--- src/rtl/pcie_tx_serializer.sv ---
// PCIe TX parallel-to-serial stage: byte FIFO feeding an LSB-first shifter on clock32.
// Define PCIE_TX_SERIALIZER_IDLE_FILL_EN to send IDLE_BYTE in otherwise empty slots.
module pcie_tx_serializer #(
    parameter int unsigned FIFO_DEPTH = 4,
    parameter logic [7:0]  IDLE_BYTE  = 8'hBC
) (
    input  logic       clock32,
    input  logic       reset,
    input  logic [7:0] data_in,
    input  logic       valid_in,
    output logic       ready_out,
    output logic       serial_out,
    output logic       serial_valid,
    output logic       byte_strobe
);

    localparam int unsigned AW = $clog2(FIFO_DEPTH);
    localparam logic [AW:0] DEPTH_C = (AW + 1)'(FIFO_DEPTH);

    logic [7:0]    mem [FIFO_DEPTH];
    logic [AW-1:0] wr_ptr;
    logic [AW-1:0] rd_ptr;
    logic [AW:0]   count;
    logic [2:0]    bit_cnt;
    logic [7:0]    shift_reg;
    logic          slot_valid;

    logic push;
    logic load;
    logic pop;

    always_comb begin
        ready_out    = (count < DEPTH_C);
        push         = valid_in && ready_out;
        load         = (bit_cnt == 3'd7);
        // Pop decision uses the registered count, so a byte written on this
        // same load edge waits for the following slot.
        pop          = load && (count != '0);
        serial_out   = shift_reg[0];
        serial_valid = slot_valid;
        byte_strobe  = slot_valid && (bit_cnt == 3'd0);
    end

    always_ff @(posedge clock32) begin
        if (push) begin
            mem[wr_ptr] <= data_in;
        end
    end

    always_ff @(posedge clock32) begin
        if (reset) begin
            wr_ptr <= '0;
            rd_ptr <= '0;
            count  <= '0;
        end else begin
            if (push) begin
                wr_ptr <= wr_ptr + 1'b1;
            end
            if (pop) begin
                rd_ptr <= rd_ptr + 1'b1;
            end
            if (push && !pop) begin
                count <= count + 1'b1;
            end else if (pop && !push) begin
                count <= count - 1'b1;
            end
        end
    end

    always_ff @(posedge clock32) begin
        if (reset) begin
            bit_cnt    <= '0;
            shift_reg  <= '0;
            slot_valid <= 1'b0;
        end else begin
            bit_cnt <= bit_cnt + 3'd1;
            if (load) begin
                if (pop) begin
                    shift_reg  <= mem[rd_ptr];
                    slot_valid <= 1'b1;
                end else begin
`ifdef PCIE_TX_SERIALIZER_IDLE_FILL_EN
                    shift_reg  <= IDLE_BYTE;
                    slot_valid <= 1'b1;
`else
                    shift_reg  <= '0;
                    slot_valid <= 1'b0;
`endif
                end
            end else begin
                shift_reg <= {1'b0, shift_reg[7:1]};
            end
        end
    end

endmodule
--- config.mk ---
export PLATFORM = sky130hd
export DESIGN_NAME = pcie_tx_serializer
export DESIGN_NICKNAME = d
export VERILOG_FILES = /design/src/rtl/pcie_tx_serializer.sv
export SDC_FILE = /design/constraint.sdc
export NUM_CORES = 1
export LEC_CHECK = 0
export ABC_AREA = 1
export CAP_MARGIN = 15
export CELL_PAD_IN_SITES_DETAIL_PLACEMENT = 0
export CELL_PAD_IN_SITES_GLOBAL_PLACEMENT = 1
export CORE_MARGIN = 2
export CORE_UTILIZATION = 35
export DETAILED_ROUTE_END_ITERATION = 8
export GPL_TIMING_DRIVEN = 0
export HOLD_SLACK_MARGIN = 0.08
export PLACE_DENSITY = 0.6
export RECOVER_POWER = 25
export REMOVE_ABC_BUFFERS = 1
export SLEW_MARGIN = 15
export SYNTH_ARGS = -nofsm -noshare
export SYNTH_HDL_FRONTEND = slang
export SYNTH_SLANG_ARGS = --single-unit
--- constraint.sdc ---
create_clock -name clock32 -period 2.3 [get_ports clock32]
set_input_delay 0.575 -clock clock32 [delete_from_list [all_inputs] [get_ports clock32]]
set_output_delay 0.575 -clock clock32 [all_outputs]
set_load 0.02 [all_outputs]
### Word level (Yosys, flattened, before mapping)

Memories as Yosys holds them, arrays and structs flattened. A register that Yosys moved wholly into a read port is not among the register bits.
Cells that the tools add are included.

* memory bits (read-only): 0
* RAM bits: 32
* output and inout port bits: 4
* memories: 1
* latch bits: 0
* register bits: 19
* bits of input ports: 11

Memories
* mem: depth 4, width 8, read ports 1, clocked after memory_dff 1, write ports 1, RTL line 20 `logic [7:0] mem [FIFO_DEPTH];`

* shift operators: 0
* eq/ne operators: 1
* div/mod/pow operators: 0
* order comparisons: 1
* muxes and demuxes: 9
* add/sub/neg operators: 5
* bitwise gates (word level): 2
* multiply operators: 0
* reduce and logical (&&, ||, !) cells: 11

Operators with widths (number)
* $mux W7: 2
* $add A3 B1 Y3 const B: 2
* $mux W3: 2
* $logic_and A1 B1 Y1: 5
* $add A2 B1 Y2 const B: 2
* $mux W2: 2
* $eq A3 B3 Y1 const B: 1
* $logic_not A3 Y1: 1
* $lt A3 B3 Y1 const B: 1
* $mux W1: 3
* $reduce_bool A3 Y1: 1
* $reduce_or A3 Y1: 1
* $sub A3 B1 Y3 const B: 1
* $logic_not A1 Y1: 2
* $not A1 Y1: 2
* $reduce_bool A2 Y1: 1

### Longest topological paths before layout

* depth after elaboration: 6
* mapped depth: 12
* gate-level depth less buffers: 12

### Worst setup path before layout

No wires, ideal clock.

* path type: reg-to-reg
* start: register bit_cnt[0]
* end: register count[2]
* library setup time: 113 ps
* data arrival time: 1716 ps
* path buffers: 0
* stages on the path, launching flop included: 13
* required time: 2187 ps
* period minus slack after synthesis: 1830 ps
* slack: 470 ps
* path through: dfxtp_1 > ha_1 > ha_1 > nand2_1 > ha_1 > inv_1 > fa_1 > inv_1 > nand2_1 > nand3_1 > nand2_1 > nand2_1 > nor2_1

* word-level cells in the longest chain between the ends: 5
* elaborated cells between the ends (all ways): 7
* those cells by class: eq/ne (1); mux (1); reduce/logical (5)

RTL lines
* start, declared: RTL line 24 `logic [2:0] bit_cnt;`
* start signal, assigned: RTL line 76 `bit_cnt <= bit_cnt + 3'd1;`
* $eq A3 B3 Y1 *: RTL line 35 `load = (bit_cnt == 3'd7);`
* $logic_and A1 B1 Y1 *: RTL line 38 `pop = load && (count != '0);`
* $logic_not A1 Y1: RTL line 62 `if (push && !pop) begin`
* $logic_and A1 B1 Y1: RTL line 62
* $mux W3 / $reduce_bool A2 Y1 (equally long branches)
* end signal, assigned: RTL line 63 `count <= count + 1'b1;`
* end signal, assigned: RTL line 65 `count <= count - 1'b1;`
* end, declared: RTL line 23 `logic [AW:0] count;`

Every way passes the cells marked *; elsewhere a longest branch is shown, timed or not.
A chain may end at the register's enable or synchronous reset.

### Final worst setup path

* start: register bit_cnt[0]
* end: output byte_strobe

* word-level cells in the longest chain between the ends: 2

RTL lines
* $logic_not A3 Y1: RTL line 41 `byte_strobe = slot_valid && (bit_cnt == 3'd0);`
* $logic_and A1 B1 Y1: RTL line 41
* end, declared: RTL line 14 `output logic byte_strobe`

No other way between the ends.

==> impl_metrics.ini <==
[die]
boundaryPins = 15
rows = 28
floorplan.die.width_um = 82.62
core_mm2 = 0.005956
die_area_mm2 = 0.006826
initial_core_util = 0.3632
die_h_um = 82.62

[global_routing]
antenna_found_initial = 0
grt_max_degree = 18
grt_pass1_wl_mm = 6.458
grt_pass1_vias = 1312
grt_usage = 0.1322
overflow = 0

[detailed_routing]
drt_iter0_drc = 93
drt_drc_violations_left = 0
first_pass_iters = 4
num_vias = 1347
wl_mm = 3.863
vias_per_cell = 4.613
routedWlPerCell_um = 13.23
ant_nets = 0

[worst_setup_path]
cp.required_ns = 1.73
cpMaxStageDelayCell = clkdlybuf4s50_1
arrival_ns = 1.56
cp-end-kind = primary output
cpPeakStageDelay_ns = 0.60
path_delay_family = buffers and inverters
critPathKind = register to primary output
worst-path-buf-inv = 2
critPathLaunchType = register
crit_fanout = 3
r2r_slack_ns = 0.27
path_cells = inv_1 > ha_1 > nand2_1 > nor2_1 > clkdlybuf4s50_1

[sta]
drv_slew = 0
min_period_over_period = 0.9288
tightest_slew_ns = 0.8866
fmax_ghz = 0.4681
finalSetupViolations = 0
finalCriticalPeriod_ns = 2.136
hold_ws_ns = 0.4441
hold_viol_final = 0
rsz0062_at_grt = false
setup_ws_ns = 0.1637
clock_skew_ns = 0.006702
max_slew_margin = 0.4067

[layout]
drive_gt1_frac = 0.09677
largest_reg_flops = 32
n_antenna_cell = 0
fin_nets = 236
fin_util = 0.4069
synthToLayoutAreaGrowth_pct = 12.03
final_area_mm2 = 0.002424

[clock_network]
clk_latency_ns = 0.31
cts.sinks = 53
post_cts_buffers = 0
cts_buffer_depth = 2
clk_pin_slew_ns = 0.10
cts-root-buf = clkbuf_8
postCtsResizedCells = 0
cts_buffers = 5
cts_hold_buf = 0
tritoncts = yes
htree_num_levels = 2

[synth]
ys.flop_type = edfxtp_1
synth_common_cells = nand2_1 (50), edfxtp_1 (32), dfxtp_1 (21)
yosysTopAreaCell = edfxtp_1
synth_top_area_share = 0.4442
synthArstFlopShare = 0
synth_area_leaders = edfxtp_1 (44%), dfxtp_1 (19%), nand2_1 (8.7%)
syn-cell-area_mm2 = 0.002163
syn_inst = 200
yosysSeqAreaShare = 0.6385
synth_edf_count = 32
ys_ff_latch = 53
syn_avg_cell_area_um2 = 10.82
synth_cell_type_count = 19
ys_warn_count = 0
yosysMostFrequentCell = nand2_1

[place]
hpwl_mm = 2.625
placed_area_mm2 = 0.002323
place_congestion = 0.6612
pre_cts_slack_ns = -0.07547
port_buffers = 14

[pwr]
power_leakage_nw = 0.9311
ir_worst_vdd_mv = 0.2909
p_per_area_mw_per_mm2 = 749.7

[job]
max_cap_viol_count = 0

[outcome]
status = finished clean

[hold_path]
hold_class = register to register
area by class of cell:
type / count / area [um2]
Clock buffer: 6 / 82.58
Inverter: 20 / 80.08
Fill cell: 609 / 3532
Clock inverter: 2 / 17.52
Timing Repair Buffer: 14 / 140.1
Sequential cell: 53 / 1381
Multi-Input combinational cell: 122 / 628.1
Tap cell: 75 / 93.84
tightest hold or removal path, stage by stage (launching register included):
cell	delay [ns]
dfxtp_1	0.31
nand2_1	0.06
o21ai_1	0.05
power by group:
| part | switching (W) | internal (W) | total [W] |
|---|---|---|---|
| Sequential | 0.0000231 | 0.00106 | 0.00108 |
| Clock | 0.000307 | 0.000250 | 0.000557 |
| Combinational | 0.000111 | 0.0000643 | 0.000175 |
| Total | 0.000441 | 0.00138 | 0.00182 |
placed cells by master (no fill, tap or decap):
master           synthesis  layout
inv_1                   19      19
ha_1                     8       8
nand3_1                 17      17
inv_6                    1       2
dfxtp_1                 21      21
o21ai_0                  3       3
dlygate4sd3_1            0       6
fa_1                     1       1
clkbuf_8                 0       6
xor2_1                   1       1
clkinv_4                 0       1
nand2_2                  7       7
nor2_1                  16      16
a21oi_1                  6       6
nor2_2                   3       3
edfxtp_1                32      32
nand3_2                  1       1
o21ai_2                  1       1
o21ai_1                  8       8
nand2_1                 50      50
clkdlybuf4s50_1          0       8
layer usage:
metal,GRT usage,vias to the layer above,share of wire
met5,0,-,0
met4,0.04918,0,0.014
met3,0.03913,5,0.027
met2,0.2169,17,0.50
met1,0.1649,637,0.46
li1,-,688,-
cell families after synthesis:
| family | Yosys count | share of synthesized area |
|---|---|---|
| AO/OA/AOI/OAI | 18 | 0.04338 |
| XOR/XNOR | 1 | 0.004049 |
| adder cells (fa/ha/maj) | 9 | 0.05553 |
| buffers and inverters | 25 | 0.07114 |
| flip-flops | 53 | 0.6385 |
| AND/OR/NAND/NOR | 94 | 0.1874 |
per-stage QoR:
step	TNS, ns	instances	power (W)
after floorplan	0	195	0.001216
after global placement	-0.7326	284	0.001275
after detailed placement	-1.940	284	0.001287
after CTS	0	292	0.001849
after global routing	0	292	0.001923
final	0	292	0.001817
path summary, 6_finish.rpt:
check                                from                       to  depth (start not counted)
setup / recovery    bit_cnt[0]$_SDFF_PP0_              byte_strobe                          5
hold / removal    shift_reg[7]$_SDFF_PP0_  shift_reg[6]$_SDFF_PP0_                          2
setup reg to reg    bit_cnt[0]$_SDFF_PP0_    count[1]$_SDFFE_PP0P_                          8
hold reg to reg   shift_reg[7]$_SDFF_PP0_  shift_reg[6]$_SDFF_PP0_                          2
Note: power is estimated with default switching activity, not from simulation.
==> variant, RTL diff (same settings) <==
Change the parameter `FIFO_DEPTH` from 4 to 2.
--- a/src/rtl/pcie_tx_serializer.sv
+++ b/src/rtl/pcie_tx_serializer.sv
@@ -2,5 +2,5 @@
 // Define PCIE_TX_SERIALIZER_IDLE_FILL_EN to send IDLE_BYTE in otherwise empty slots.
 module pcie_tx_serializer #(
-    parameter int unsigned FIFO_DEPTH = 4,
+    parameter int unsigned FIFO_DEPTH = 2,
     parameter logic [7:0]  IDLE_BYTE  = 8'hBC
 ) (
Check against the original RTL: not equivalent (Yosys sat finds a counterexample within 4 cycles, from zero or initial values and one cycle with reset high).
==> variant against the unedited design <==
- sequential share of layout area fell by 2.8 points
- cell area decreased by 37%
- area after synthesis shrank 42%
- register-to-register slack better by 0.42 ns
- total power shrank 36%
- sequential cell count shrank 20
- clock power fell by 26%
- largest power group unchanged
- highest routed layer unchanged
- worst setup slack got worse by 0.032 ns
- via count fell by 37%
- global-route usage shrank 1.0 points
- wire length decreased by 48%
- fmax down 1.5%
- first-iteration DRC count shrank 80%
==> variant: results (changes against the unedited design) <==
Cells and area
  • Nets: 161 (-32%)
  • Fraction of area in multi-input gates: 0.241 (-0.0180)
  • Number of non-clock inverters: 15 (-25%)
  • Max reg flops: 16 (-50%)
  • Finished Layout Cells: 193 (-34%)
  • Multi-input comb cells: 77 (-37%)

Placement
  • Worst slack, placed: 0.162 ns (+0.238 ns)
  • GPL Wtd Cong: 0.644 (-2.5%)
  • Final HPWL DP: 1420 µm (-46%)

Synthesis
  • Seq/Total Area, Yosys: 0.655 (+0.0168)
  • Most common library cells after synthesis: 46 x nand2_1, 17 x dfxtp_1, 16 x edfxtp_1
  • Synth Area in XOR/XNOR: 0 (-0.00405)
  • Post-synth EDFFs: 16 (-50%)
  • Top FF cell, synth: dfxtp_1
  • Area contributors post-synth: edfxtp_1 38%, dfxtp_1 27%, nand2_1 14%, ha_1 4.0%, nor2_1 3.3%
  • Adder-cell share of the synthesized area: 0.0400 (-0.0156)

Detailed routing
  • Vias per cell: 4.39 (-4.8%)
  • Initial DRC count: 19 (-80%)
  • WL per Instance: 10.4 µm (-21%)

Global route
  • Maximum number of pins on one net before global-route repair: 11 (-7)
  • First-pass GRT wire length: 3640 µm (-44%)
  • Number of global-route vias before repair: 872 (-34%)

Clock network
  • Root Driver: clkbuf_4
  • Skew-Pair Late Insertion Delay: 0.33 ns (+0.02 ns)

STA
  • Hold Slack: 0.452 ns (+0.00823 ns)
  • Min cycle time layout: 2.17 ns (+0.0316 ns)
  • Fin Clk Skew: 0.00490 ns (-0.00180 ns)

Worst setup path
  • FF-to-FF path depth: 9 (+1)
  • Reg2Reg Setup Slack: 0.69 ns (+0.42 ns)

Run status
  • Status: finished, final reports clean

Pwr
  • Pleak: 0.644 nW (-31%)
==> variant: cell types whose count changed after synthesis, sizes merged, moves of 3 or more <==
cell,unedited run,this run
a21oi,6,2
buf,5,2
dfxtp,21,17
edfxtp,32,16
ha,8,4
inv,20,15
nand2,57,46
nand3,18,8
nor2,19,12
o21ai,12,2
==> variant: layer usage <==
layer / track usage / up-vias / wire [µm]
met1: 0.135 / 383 / 898
met4: 0.0815 / 0 / 47
met2: 0.197 / 15 / 979
met3: 0.0423 / 5 / 88
li1: - / 445 / -
met5: 0 / - / 0
==> variant: logic make-up (layout without fill, tap and decap cells) <==
logic type,count (synthesis),count (layout)
buffers and inverters,17,37
and+or+nand+nor,68,68
adders and majority gates,4,4
AOI/OAI and AO/OA,5,5
DFF,33,33
==> variant: where the power goes <==
part           leakage [nW]  internal, mW  switching, mW  total (mW)
clock                0.0399         0.226          0.184       0.410
combinational         0.317        0.0357         0.0515      0.0872
sequential            0.287         0.649         0.0146       0.664
